`src/rtl/ps2_pkg.sv`:
```
// rtl/ps2_pkg.sv - PS/2 scan-code constants, key bit indices and decoder state encoding
package ps2_pkg;

  localparam logic [7:0] SC_EXT   = 8'hE0;
  localparam logic [7:0] SC_BRK   = 8'hF0;
  localparam logic [7:0] SC_UP    = 8'h75;
  localparam logic [7:0] SC_DOWN  = 8'h72;
  localparam logic [7:0] SC_LEFT  = 8'h6B;
  localparam logic [7:0] SC_RIGHT = 8'h74;

  localparam int KEY_UP    = 0;
  localparam int KEY_DOWN  = 1;
  localparam int KEY_LEFT  = 2;
  localparam int KEY_RIGHT = 3;

  localparam logic [1:0] ST_IDLE    = 2'd0;
  localparam logic [1:0] ST_EXT     = 2'd1;
  localparam logic [1:0] ST_EXT_BRK = 2'd2;
  localparam logic [1:0] ST_BRK     = 2'd3;

  // One-hot key mask for an arrow scan code; zero for anything else.
  function automatic logic [3:0] arrow_mask(input logic [7:0] code);
    logic [3:0] m;
    m = 4'b0000;
    case (code)
      SC_UP:    m[KEY_UP]    = 1'b1;
      SC_DOWN:  m[KEY_DOWN]  = 1'b1;
      SC_LEFT:  m[KEY_LEFT]  = 1'b1;
      SC_RIGHT: m[KEY_RIGHT] = 1'b1;
      default:  m = 4'b0000;
    endcase
    return m;
  endfunction

endpackage

```
`src/rtl/ps2_arrow_keys_if.sv`:
```
// rtl/ps2_arrow_keys_if.sv - PS/2 line inputs and held-key outputs of ps2_arrow_keys
interface ps2_arrow_keys_if;
  logic       ps2_clk;
  logic       ps2_data;
  logic [3:0] key;
  logic       frame_err;

  modport master (output ps2_clk, output ps2_data, input key, input frame_err);
  modport slave  (input ps2_clk, input ps2_data, output key, output frame_err);
endinterface

```
`src/rtl/ps2_rx.sv`:
```
// rtl/ps2_rx.sv - PS/2 device-to-host frame receiver with line conditioning and timeout
module ps2_rx #(
  parameter int FILTER_LEN     = 8,
  parameter int TIMEOUT_CYCLES = 65000
) (
  input  logic       pclk,
  input  logic       rst,
  input  logic       i_ps2_clk,
  input  logic       i_ps2_data,
  output logic [7:0] o_byte,
  output logic       o_byte_valid,
  output logic       o_frame_err,
  output logic       o_abort
);

  localparam int FW = $clog2(FILTER_LEN + 1);
  localparam int TW = $clog2(TIMEOUT_CYCLES + 1);

  logic [1:0]    w_in;
  logic [1:0]    r_meta, r_sync, r_filt;
  logic [FW-1:0] r_fcnt [2];
  logic          r_clk_d;
  logic          w_fall, w_bit;

  // Index 0 is the PS/2 clock line, index 1 the data line.
  assign w_in   = {i_ps2_data, i_ps2_clk};
  assign w_fall = r_clk_d & ~r_filt[0];
  assign w_bit  = r_filt[1];

  always_ff @(posedge pclk) begin
    if (rst) begin
      r_meta  <= 2'b11;
      r_sync  <= 2'b11;
      r_filt  <= 2'b11;
      r_clk_d <= 1'b1;
      for (int i = 0; i < 2; i++) r_fcnt[i] <= '0;
    end else begin
      r_meta  <= w_in;
      r_sync  <= r_meta;
      r_clk_d <= r_filt[0];
      for (int i = 0; i < 2; i++) begin
        if (r_sync[i] == r_filt[i]) begin
          r_fcnt[i] <= '0;
        end else if (r_fcnt[i] == FW'(FILTER_LEN - 1)) begin
          r_filt[i] <= r_sync[i];
          r_fcnt[i] <= '0;
        end else begin
          r_fcnt[i] <= r_fcnt[i] + 1'b1;
        end
      end
    end
  end

  logic [3:0]    r_cnt;
  logic [7:0]    r_shift;
  logic          r_par;
  logic [TW-1:0] r_timer;
  logic          r_valid, r_err, r_abort;

  always_ff @(posedge pclk) begin
    if (rst) begin
      r_cnt   <= 4'd0;
      r_shift <= 8'h00;
      r_par   <= 1'b0;
      r_timer <= '0;
      r_valid <= 1'b0;
      r_err   <= 1'b0;
      r_abort <= 1'b0;
    end else begin
      r_valid <= 1'b0;
      r_err   <= 1'b0;
      r_abort <= 1'b0;
      if (w_fall) begin
        r_timer <= '0;
        if (r_cnt == 4'd0) begin
          if (w_bit) r_err <= 1'b1;
          else       r_cnt <= 4'd1;
        end else if (r_cnt <= 4'd8) begin
          r_shift <= {w_bit, r_shift[7:1]};
          r_cnt   <= r_cnt + 4'd1;
        end else if (r_cnt == 4'd9) begin
          r_par <= w_bit;
          r_cnt <= 4'd10;
        end else begin
          r_cnt <= 4'd0;
          if (w_bit && (^{r_shift, r_par})) begin
            r_valid <= 1'b1;
          end else begin
            r_err   <= 1'b1;
            r_abort <= 1'b1;
          end
        end
      end else if (r_cnt != 4'd0) begin
        // A stalled partial frame is dropped silently; the decoder is resynchronised.
        if (r_timer == TW'(TIMEOUT_CYCLES - 1)) begin
          r_cnt   <= 4'd0;
          r_timer <= '0;
          r_abort <= 1'b1;
        end else begin
          r_timer <= r_timer + 1'b1;
        end
      end
    end
  end

  assign o_byte       = r_shift;
  assign o_byte_valid = r_valid;
  assign o_frame_err  = r_err;
  assign o_abort      = r_abort;

endmodule

```
`src/rtl/ps2_arrow_keys.sv`:
```
// rtl/ps2_arrow_keys.sv - decodes PS/2 arrow-key make/break codes into a held-key bitmap
module ps2_arrow_keys
  import ps2_pkg::*;
#(
  parameter int FILTER_LEN     = 8,
  parameter int TIMEOUT_CYCLES = 65000
) (
  input  logic            pclk,
  input  logic            rst,
  ps2_arrow_keys_if.slave bus
);

  logic [7:0] w_byte;
  logic       w_valid, w_err, w_abort;
  logic [1:0] r_state;
  logic [3:0] r_key;

  ps2_rx #(
    .FILTER_LEN    (FILTER_LEN),
    .TIMEOUT_CYCLES(TIMEOUT_CYCLES)
  ) u_rx (
    .pclk        (pclk),
    .rst         (rst),
    .i_ps2_clk   (bus.ps2_clk),
    .i_ps2_data  (bus.ps2_data),
    .o_byte      (w_byte),
    .o_byte_valid(w_valid),
    .o_frame_err (w_err),
    .o_abort     (w_abort)
  );

  always_ff @(posedge pclk) begin
    if (rst) begin
      r_state <= ST_IDLE;
      r_key   <= 4'b0000;
    end else if (w_abort) begin
      r_state <= ST_IDLE;
    end else if (w_valid) begin
      case (r_state)
        ST_IDLE: begin
          if (w_byte == SC_EXT)      r_state <= ST_EXT;
          else if (w_byte == SC_BRK) r_state <= ST_BRK;
          else                       r_state <= ST_IDLE;
        end
        ST_EXT: begin
          if (w_byte == SC_BRK)      r_state <= ST_EXT_BRK;
          else if (w_byte == SC_EXT) r_state <= ST_EXT;
          else begin
            r_key   <= r_key | arrow_mask(w_byte);
            r_state <= ST_IDLE;
          end
        end
        ST_EXT_BRK: begin
          r_key   <= r_key & ~arrow_mask(w_byte);
          r_state <= ST_IDLE;
        end
        default: r_state <= ST_IDLE;
      endcase
    end
  end

  assign bus.key       = r_key;
  assign bus.frame_err = w_err;

endmodule

```
`src/flat_wrapper.sv`:
```
// flat-port wrapper written by rule: the top's interface ports become plain ports
module ps2_arrow_keys_flat import ps2_pkg::*;
#(
  parameter int FILTER_LEN     = 8,
  parameter int TIMEOUT_CYCLES = 65000
)
  (pclk, rst, bus_ps2_clk, bus_ps2_data, bus_key, bus_frame_err);
  ps2_arrow_keys_if bus_i ();
  input  logic pclk;
  input  logic rst;
  input wire logic [$bits(bus_i.ps2_clk)-1:0] bus_ps2_clk;
  input wire logic [$bits(bus_i.ps2_data)-1:0] bus_ps2_data;
  output wire logic [$bits(bus_i.key)-1:0] bus_key;
  output wire logic [$bits(bus_i.frame_err)-1:0] bus_frame_err;
  assign bus_i.ps2_clk = bus_ps2_clk;
  assign bus_i.ps2_data = bus_ps2_data;
  assign bus_key = bus_i.key;
  assign bus_frame_err = bus_i.frame_err;
  ps2_arrow_keys #(.FILTER_LEN(FILTER_LEN), .TIMEOUT_CYCLES(TIMEOUT_CYCLES)) u_core (.pclk(pclk), .rst(rst), .bus(bus_i));
endmodule
```
`config.mk`:
```
export PLATFORM = sky130hd
export DESIGN_NAME = ps2_arrow_keys_flat
export DESIGN_NICKNAME = d
export VERILOG_FILES = /design/src/rtl/ps2_pkg.sv /design/src/rtl/ps2_arrow_keys_if.sv /design/src/rtl/ps2_rx.sv /design/src/rtl/ps2_arrow_keys.sv /design/src/flat_wrapper.sv
export SDC_FILE = /design/constraint.sdc
export NUM_CORES = 1
export LEC_CHECK = 0
export BUFFER_PORTS_ARGS = -buffer_cell sky130_fd_sc_hd__buf_4
export CELL_PAD_IN_SITES_DETAIL_PLACEMENT = 0
export CELL_PAD_IN_SITES_GLOBAL_PLACEMENT = 1
export CORE_ASPECT_RATIO = 1.1
export CORE_MARGIN = 2
export CORE_UTILIZATION = 32
export CTS_CLUSTER_SIZE = 8
export DETAILED_ROUTE_END_ITERATION = 12
export GPL_ROUTABILITY_DRIVEN = 0
export PLACE_DENSITY = 0.54
export SYNTH_ARGS = -nofsm -noshare
export SYNTH_HDL_FRONTEND = slang
export SYNTH_SLANG_ARGS = --single-unit
export TNS_END_PERCENT = 1
```
`constraint.sdc`:
```
create_clock -name pclk -period 5.45 [get_ports pclk]
set_input_delay 1.09 -clock pclk [delete_from_list [all_inputs] [get_ports pclk]]
set_output_delay 1.09 -clock pclk [all_outputs]
set_load 0.02 [all_outputs]
```
==> metrics.txt, run 1 <==
remaining antenna violation count after routing=0; IO Count=9; maxcap violations=0; die area=8700 um^2; Reg2Reg Launch Point=u_core.u_rx.r_cnt[0]; largest net degree at the start of global routing=29; CP endpoint kind=register; CTS sink count=between 50 and 60; Final Hold Vio Count=0; hold buffers post-CTS=0; Tcrit/Tclk final=41.3%; critical path type=register to register; Critical Path AT=2.48 ns; clk_skew=0.00354 ns; initial DRC count=83; IO buf count=8; CTS clk-pin slew, worst paths=0.09 ns; sequential area share after synthesis=44.8%; switching fraction of total power=22.2%; part of the power in registers=63.2%; Top Family by Delay on Critical Path=simple AND/OR/NAND/NOR gates; min-delay src=u_core.u_rx.r_meta[0]; outcome=completed; CP max-delay cell=or3b_1; Fmax achieved=445 MHz; count of final max-slew check failures=0; Setup crit start=u_core.u_rx.r_cnt[0]; Hold Crit Class=register to register; share of cells above drive strength 1=8.68%; max incr delay on CP=0.55 ns; Die W=about 90 um; first-pass GRT wire length=8470 um; NetSw=143 uW; Leak Pwr=~0.0011 uW; final setup fails=0; Cell Chain, Critical Path=inv_1 > ha_1 > or3b_1 > and3_1 > nand3_1 > nand2_1 > a21oi_1; YS warnings=0; drt pass-1 iters=4; Synth Instances=275; All-Layer GR Usage=12.3%; DRC viols=0; via count=1827; RSZ-0062 raised after global routing=no; Final Critical Period=between 2 and 2.5 ns; Max Root-Sink Buffers=2; post-synth cell types=49; Die H=~100 um; PwrDens=230 nW/um^2; starting density of the core=about a third; Mapped Area=approximately 2500 um^2; routed wire length=~4800 um; Pint=between 500 and 600 uW; Root Driver=clkbuf_8; WL/cell=12.1 um; Critical Path RT=5.68 ns; max_slew headroom=59.0%; post-CTS setup repair buffer count=0; power share of the clock group=about 33%; DR vias/cell=4.61; Post-synth EDFFs=8; Site Rows=34; core area=about 7800 um^2; Main synth FF type=dfxtp_1; Yosys reg bits=53; Post-CTS Resized=0; Slew @ Worst Pin=between 0.6 and 0.7 ns; CTS tree=yes; startpoint class of the critical path=register; Crit Path Max Fanout=15; mean post-synth cell area=9.27 um^2; post-layout util=35.7%; VDD IR-drop max=0.107 mV; CTS Buf Count=5; Comb pwr share=4.2%; initial antenna violation count=0; DP Wirelength=roughly 3300 um; vias in the first global route=1844; Diodes inserted=0; Remaining Overflow, GRT=0; setup_tns=0 ns; Worst-Skew Late Latency=0.30 ns; H-tree depth=2; Nets=slightly below 300; CP bufs+invs=1; ys async rst share=0%; synthesis-to-finish area growth=9.77%
## cells in the final DEF (no fill, tap or decap), types with 6 or more instances in the layout
| master | count |
|---|---|
| ha_1 | 6 |
| dfxtp_1 | 45 |
| nand3_1 | 10 |
| mux2i_1 | 10 |
| or2_2 | 6 |
| nor3_1 | 7 |
| edfxtp_1 | 8 |
| xnor2_1 | 18 |
| conb_1 | 8 |
| nand2b_1 | 8 |
| inv_1 | 10 |
| nor2_1 | 49 |
| buf_4 | 8 |
| nand2_1 | 16 |
| xor2_1 | 9 |
| a21oi_1 | 8 |
## synth_stat cells, drive strengths merged, types with 3 or more instances
library cell   n  area [um^2]
nor2          49          184
and3b          3         26.3
nor3           7         35.0
and3           5         31.3
nand2b         8         50.1
dfxtp         45          901
inv           10         37.5
clkbuf         4         15.0
ha             6         75.1
nand3         11         60.1
mux2i         10          100
nand4b         3         26.3
or2            6         37.5
xnor2         18          158
xor2           9         78.8
a21oi          9         48.8
buf            5         33.8
or3            3         18.8
nand4          5         31.3
o21ai          5         25.0
edfxtp         8          240
nand2         16         60.1
a31oi          3         18.8
## state kept, by name (all words and copies together), names as in the netlist, 2 cells and up, named ones only
register,cells
u_core.u_rx.r_fcnt,8
u_core.u_rx.r_cnt,4
u_core.u_rx.r_sync,2
u_core.u_rx.r_timer,16
u_core.u_rx.r_filt,2
u_core.u_rx.r_meta,2
u_core.r_state,2
u_core.u_rx.o_byte,8
## layer usage
metal / GRT usage, % / part of all wire [%] / routed length, um / up-vias
li1: - / - / - / 960
met1: 16.2 / 51 / 2440 / 848
met2: 19.2 / 45 / 2150 / 11
met3: 3.40 / 2.1 / 101 / 8
met4: 4.02 / 1.8 / 87 / 0
met5: 0 / 0 / 0 / -
## cell families after synthesis
kind of cell	count (synthesis)	synth area share (%)
AOI/OAI and AO/OA	32	9.62
xor gates and xnor gates	28	10.2
adders and majority gates	6	2.95
buffers and inverters	19	3.39
DFF	53	44.8
muxes	10	3.93
other	1	0.147
and+or+nand+nor	126	25.0
## layout make-up
class / instances / area, um^2
Fill cell: 844 / 5030
Clock inverter: 1 / 3.75
Timing Repair Buffer: 8 / 60.1
Clock buffer: 6 / 72.6
Tap cell: 108 / 135
Inverter: 10 / 37.5
Sequential cell: 53 / 1140
Multi-Input combinational cell: 210 / 1350
## stage by stage
step	setup WS [ns]	hold WS, ns	instances	area, um^2	total power, uW
floorplan	3.53	0.389	282	2570	435
global placement	3.23	0.398	389	2720	444
detailed placement	3.19	0.400	389	2720	444
CTS	3.17	0.424	396	2800	658
global route	2.99	0.445	396	2800	679
finish	3.20	0.418	396	2800	644
## path summary, 6_finish.rpt
kind | to | slack [ns] | depth (start not counted)
setup / recovery | u_core.u_rx.r_timer[1] | 3.20 | 7
hold / removal | u_core.u_rx.r_sync[0] | 0.42 | 1
hold reg to reg | u_core.u_rx.r_sync[0] | 0.42 | 1
setup reg to reg | u_core.u_rx.r_timer[1] | 3.20 | 7
## power groups by stage
stage | clock network [uW] | registers, uW | logic [uW]
detailed placement | 0 | 416 | 27.6
global placement | 0 | 416 | 27.6
finish | 210 | 407 | 26.9
global route | 240 | 408 | 30.8
floorplan | 0 | 418 | 16.5
CTS | 223 | 407 | 27.6
Power figures use the tool's default switching activity.
==> inputs of run 2 (changes only) <==
Settings changed: ABC_AREA from default to 1, PLACE_DENSITY 0.54 to 0.56.
Clock period 5.45 ns to 2.2 ns, I/O delays scaled along.
==> run 2 against run 1 <==
Against the previous run: via count is 21% higher; clock power rose to 2.7 times the previous value; count of clock-buffer cells in the layout unchanged; setup slack got worse by 2.8 ns; cell area rose by 6.4%; power rose to 2.5 times the previous value; non-clock buffer count is 3 higher.
==> metrics.txt, run 2 <==
mean post-synth cell area=7.44 um^2 (-20%); initial antenna violation count=0 (unchanged); RSZ-0062 raised after global routing=no; Largest Register=u_core.u_rx.r_timer; commonest non-fill, non-tap cell in the layout=nand2_1; Max Root-Sink Buffers=2 (unchanged); YS warnings=0 (unchanged); Root Driver=clkbuf_8; Cell Chain, Critical Path=inv_1 > ha_1 > nand2_4 > nand2_1 > nand3_1 > o21ai_0 > a21oi_1; startpoint class of the critical path=register; Site Rows=34 (unchanged); Post-Place Setup Slack=0.389 ns (-2.81 ns); clk_skew=0.00686 ns (+0.00331 ns); post-CTS setup repair buffer count=0 (unchanged); Synth Instances=359 (+31%); die area=9090 um^2 (+4.6%); non-filler instance count after layout=488 (+23%); CTS tree=yes; worst setup margin=0.415 ns (-2.79 ns); remaining antenna violation count after routing=0 (unchanged); maxcap violations=0 (unchanged); max incr delay on CP=0.38 ns (-0.17 ns); DRC viols=0 (unchanged); Top Family by Delay on Critical Path=simple AND/OR/NAND/NOR gates; CP endpoint kind=register; Mapped Area=2670 um^2 (+4.8%); # fillers=889 (+5.3%); post-synth cell types=34 (-31%); outcome=completed; synthesis-to-finish area growth=11.5%; CP bufs+invs=1 (unchanged); CTS sink count=53 (unchanged); CTS Buf Count=5 (unchanged); Hold Crit Class=input port to register; vias in the first global route=2184 (+18%); fin area=2980 um^2 (+6.4%); Critical Path AT=1.98 ns (-0.50 ns); most common library cells after synthesis=75 x nand2_1, 46 x inv_1, 45 x dfxtp_1, 38 x nor2_1, 26 x a21oi_1; setup_tns=0 ns (unchanged); VDD IR-drop max=0.222 mV (+110%); Yosys top cell area share=33.7% (-1.6 points); Yosys reg bits=53 (unchanged); cell count along the critical path=7 (unchanged); multi-input logic area=1340 um^2 (-0.28%); IO buf count=8 (unchanged); Crit Path Max Fanout=16 (+1); ys async rst share=0% (unchanged); share of cells above drive strength 1=11.6% (+2.9 points); initial DRC count=63 (-24%); IO Count=9 (unchanged); CP max-delay cell=nand3_1; CTS clk-pin slew, worst paths=0.10 ns (about the same); All-Layer GR Usage=13.6% (+1.3 points); Post-CTS Resized=0 (unchanged); Tcrit/Tclk final=81.2% (+40 points); H-tree depth=2 (unchanged); Register Area=1140 um^2 (unchanged); DP Wirelength=4300 um (+29%); first-pass GRT wire length=9940 um (+17%); most frequent cells in the layout=75 x nand2_1, 46 x inv_1, 45 x dfxtp_1; Remaining Overflow, GRT=0 (unchanged); Leak Pwr=0.00120 uW (+12%); Largest register FFs=16 (unchanged); Post-synth EDFFs=8 (unchanged); Main synth FF type=dfxtp_1; count of final max-slew check failures=0 (unchanged); Die W=91.1 um (+2.3%); Critical Path RT=2.39 ns (-3.29 ns); via count=2209 (+21%); Nets=389 (+31%); Die H=99.8 um (+2.3%); critical path type=register to register; ranking of synthesized cells by area=dfxtp_1 34%, nand2_1 11%, edfxtp_1 9.0%; placed cells=480 (+23%); hold depth=2 (+1); Worst-Skew Late Latency=0.31 ns (about the same); WL/cell=11.5 um (-4.8%); hold buffers post-CTS=0 (unchanged); core area=8000 um^2 (+2.2%); PwrDens=544 nW/um^2 (+140%); drt pass-1 iters=4 (unchanged); Diodes inserted=0 (unchanged); Fmax achieved=560 MHz (+26%); Final Critical Period=1.79 ns (-0.464 ns); DR vias/cell=4.53 (-1.9%); Post-DP Area=2890 um^2 (+6.2%); area leader, netlist=dfxtp_1; starting density of the core=33.4% (+0.82 points); Final Hold Vio Count=0 (unchanged); largest net degree at the start of global routing=18 (-38%); routed wire length=5610 um (+17%); final setup fails=0 (unchanged); R2R depth=7 (unchanged); most common cell in the synthesized netlist=nand2_1; sequential area share after synthesis=42.7% (-2.0 points)
run 2: cell types whose count changed after synthesis, sizes merged, moves of 7 or more:
cell,delta
a21oi,+17
inv,+40
mux2i,-10
nand2,+64
nand2b,-8
nand3,+13
nor2,-7
nor3,+18
o21ai,+8
xnor2,-17
run 2: layout make-up:
cell class	count	area share, %
Clock buffer	6	2.44
Clock inverter	2	0.504
Inverter	50	6.30
Multi-Input combinational cell	258	45.1
Sequential cell	53	38.3
Tap cell	108	4.54
Timing Repair Buffer	11	2.77
run 2: worst paths after layout:
path / slack (ns) / endpoint / start
min reg2reg: 0.42 / u_core.u_rx.r_sync[1] / u_core.u_rx.r_meta[1]
max reg2reg: 0.41 / u_core.u_rx.o_byte[7] / u_core.u_rx.r_cnt[1]
max: 0.41 / u_core.u_rx.o_byte[7] / u_core.u_rx.r_cnt[1]
min: 0.30 / u_core.u_rx.r_meta[0] / bus_ps2_clk
run 2: power by group:
part	total [uW]	switching (uW)	internal, uW
sequential	1000	6.90	993
clock	568	343	225
combinational	51.4	32.6	18.8
run 2: through the flow:
step	power, uW	util, %	hold WS, ns
6_report	1620	37.2	0.303
4_1_cts	1650	37.2	0.296
5_1_grt	1710	37.2	0.275
3_5_place_dp	1070	36.1	0.400
3_3_place_gp	1080	36.1	0.392
2_1_floorplan	1060	-	0.389
run 2: per-layer routing:
layer | vias to the layer above | routed length (um) | track usage (%)
met5 | - | 0 | 0
met2 | 17 | 2820 | 25.6
met4 | 0 | 82 | 4.66
met3 | 5 | 108 | 2.70
li1 | 1204 | - | -
met1 | 983 | 2600 | 15.2
run 2: cells by family (layout without fill, tap and decap cells):
logic type / Yosys count / after routing / share of synthesized area, %
and+or+nand+nor: 189 / 189 / 34.0
buffers and inverters: 55 / 69 / 7.92
DFF: 53 / 53 / 42.7
AOI/OAI and AO/OA: 48 / 48 / 10.1
xor gates and xnor gates: 7 / 7 / 2.30
adders and majority gates: 6 / 6 / 2.81
other: 1 / 8 / 0.140
==> inputs of run 3 (changes only) <==
Settings changed: PLACE_DENSITY 0.56 to 0.58.
Clock period 2.2 ns to 1.44 ns, I/O delays scaled along.
==> run 3 against run 2 <==
Against the previous run: the run now ends with setup timing left; global-route usage is 0.70 points higher; routed wire length is 7.4% higher; clock skew is 0.00059 ns higher; via count is 9.9% higher; fmax is 21% higher; critical path depth is 4 higher; power is 53% higher; critical endpoint is now u_core.u_rx.r_timer[13].
==> metrics.txt, run 3 (same netlist as run 2, synthesis figures left out) <==
outcome=finished with violations; failing checks=setup timing; Largest Register=u_core.u_rx.r_timer; Die W=91.1 um (unchanged); CTS tree=yes; All-Layer GR Usage=14.3% (+0.70 points); RSZ-0062 raised after global routing=yes; CTS sink count=53 (unchanged); CTS clk-pin slew, worst paths=0.10 ns (about the same); Final Critical Period=1.48 ns (-0.309 ns); synthesis-to-finish area growth=29.9%; H-tree depth=2 (unchanged); Crit Path Max Fanout=5 (-11); Remaining Overflow, GRT=0 (unchanged); IO Count=9 (unchanged); Die H=99.8 um (unchanged); most frequent cells in the layout=73 x nand2_1, 54 x buf_4, 42 x inv_1; Tcrit/Tclk final=103% (+21 points); DRC viols=0 (unchanged); Site Rows=34 (unchanged); critical path type=register to register; DR vias/cell=4.55 (+0.45%); largest net degree at the start of global routing=17 (-1); Largest register FFs=16 (unchanged); DP Wirelength=4740 um (+10%); PwrDens=715 nW/um^2 (+31%); drt pass-1 iters=4 (unchanged); Final Hold Vio Count=0 (unchanged); commonest non-fill, non-tap cell in the layout=nand2_1; Root Driver=clkbuf_8; clk_skew=0.00745 ns (+0.000593 ns); maxcap violations=0 (unchanged); initial antenna violation count=0 (unchanged); count of final max-slew check failures=0 (unchanged); initial DRC count=53 (-16%); vias in the first global route=2368 (+8.4%); die area=9090 um^2 (unchanged); WL/cell=11.3 um (-1.8%); starting density of the core=33.4% (unchanged); hold_ws=0.158 ns (-0.145 ns); non-filler instance count after layout=534 (+9.4%); placed cells=525 (+9.4%); Nets=435 (+12%); Cell Chain, Critical Path=inv_2 > ha_4 > nand2_4 > nor2_4 > nor2_4 > nand2_2 > nor3_4 > nand2_2 > o21bai_2 > nand2_1 > inv_1; worst setup margin=-0.0362 ns (-0.451 ns); Critical Path AT=1.74 ns (-0.24 ns); Worst-Skew Late Latency=0.31 ns (about the same); CP max-delay cell=dfxtp_2; Fmax achieved=677 MHz (+21%); IO buf count=8 (unchanged); remaining antenna violation count after routing=0 (unchanged); final setup fails=5 (+5); Hold Crit Class=input port to register; Leak Pwr=0.00147 uW (+23%); CTS Buf Count=5 (unchanged); first-pass GRT wire length=10700 um (+7.4%); Diodes inserted=0 (unchanged); routed wire length=6020 um (+7.4%); startpoint class of the critical path=register; core area=8000 um^2 (unchanged); via count=2428 (+9.9%); CP endpoint kind=register; Critical Path RT=1.70 ns (-0.69 ns); Max Root-Sink Buffers=2 (unchanged); # fillers=869 (-2.2%); share of cells above drive strength 1=27.9% (+16 points); max incr delay on CP=0.35 ns (-0.03 ns); VDD IR-drop max=0.399 mV (+79%)
## run 3: timing repair
item	4_1_cts	5_1_grt
pin swaps	8	2
setup buffers	1	0
resized for setup	10	17
endpoints found under the hold margin	0	0
setup endpoints to repair	17	36
hold buffers	0	0
## run 3: layout make-up
| cell class | count | area (um^2) | area share [%] |
|---|---|---|---|
| multi-input cells | 258 | 1440 | 41.6 |
| clock buffers | 6 | 72.6 | 2.09 |
| inverters | 50 | 188 | 5.41 |
| well taps | 108 | 135 | 3.90 |
| clock inverters | 2 | 13.8 | 0.397 |
| flip-flops and latches | 53 | 1150 | 33.2 |
| repair buffers | 57 | 465 | 13.4 |
## run 3: routing by layer
| layer | wire length, um | track usage, % |
|---|---|---|
| met1 | 2740 | 17.5 |
| met2 | 3070 | 25.8 |
| met3 | 128 | 2.33 |
| met4 | 84 | 4.31 |
| met5 | 0 | 0 |
## run 3: worst max-delay path: cells and delay by family (launching register included)
kind | cells | cell delay, ns
compound gates | 1 | 0.14
fa+ha+maj | 1 | 0.17
buf+inv | 2 | 0.10
flops | 1 | 0.35
simple gates | 7 | 0.67
## run 3: per-stage QoR
stage | setup WS, ns | setup TNS [ns] | power (uW) | instance area [um^2] | util (%)
floorplan | -0.0579 | -0.0966 | 1610 | 2720 | -
global placement | -0.0588 | -0.167 | 1660 | 3290 | 41.1
detailed placement | -0.0827 | -0.287 | 1660 | 3290 | 41.1
CTS | -0.0484 | -0.307 | 2540 | 3410 | 42.7
global route | -0.184 | -3.55 | 2600 | 3470 | 43.4
finish | -0.0362 | -0.0702 | 2480 | 3470 | 43.4
## run 3: final timing paths
check / start / to / slack, ns / depth (start not counted)
max reg2reg: u_core.u_rx.r_cnt[1] / u_core.u_rx.r_timer[13] / -0.04 / 11
min: bus_ps2_clk / u_core.u_rx.r_meta[0] / 0.16 / 2
max: u_core.u_rx.r_cnt[1] / u_core.u_rx.r_timer[13] / -0.04 / 11
min reg2reg: u_core.u_rx.r_meta[1] / u_core.u_rx.r_sync[1] / 0.42 / 1
## run 3: report_power, final
part / leakage (uW) / internal (uW) / switching, uW / total [uW]
Sequential: 0.000450 / 1520 / 10.3 / 1530
Combinational: 0.000976 / 43.1 / 55.9 / 99.0
Clock: 0.0000456 / 348 / 506 / 854
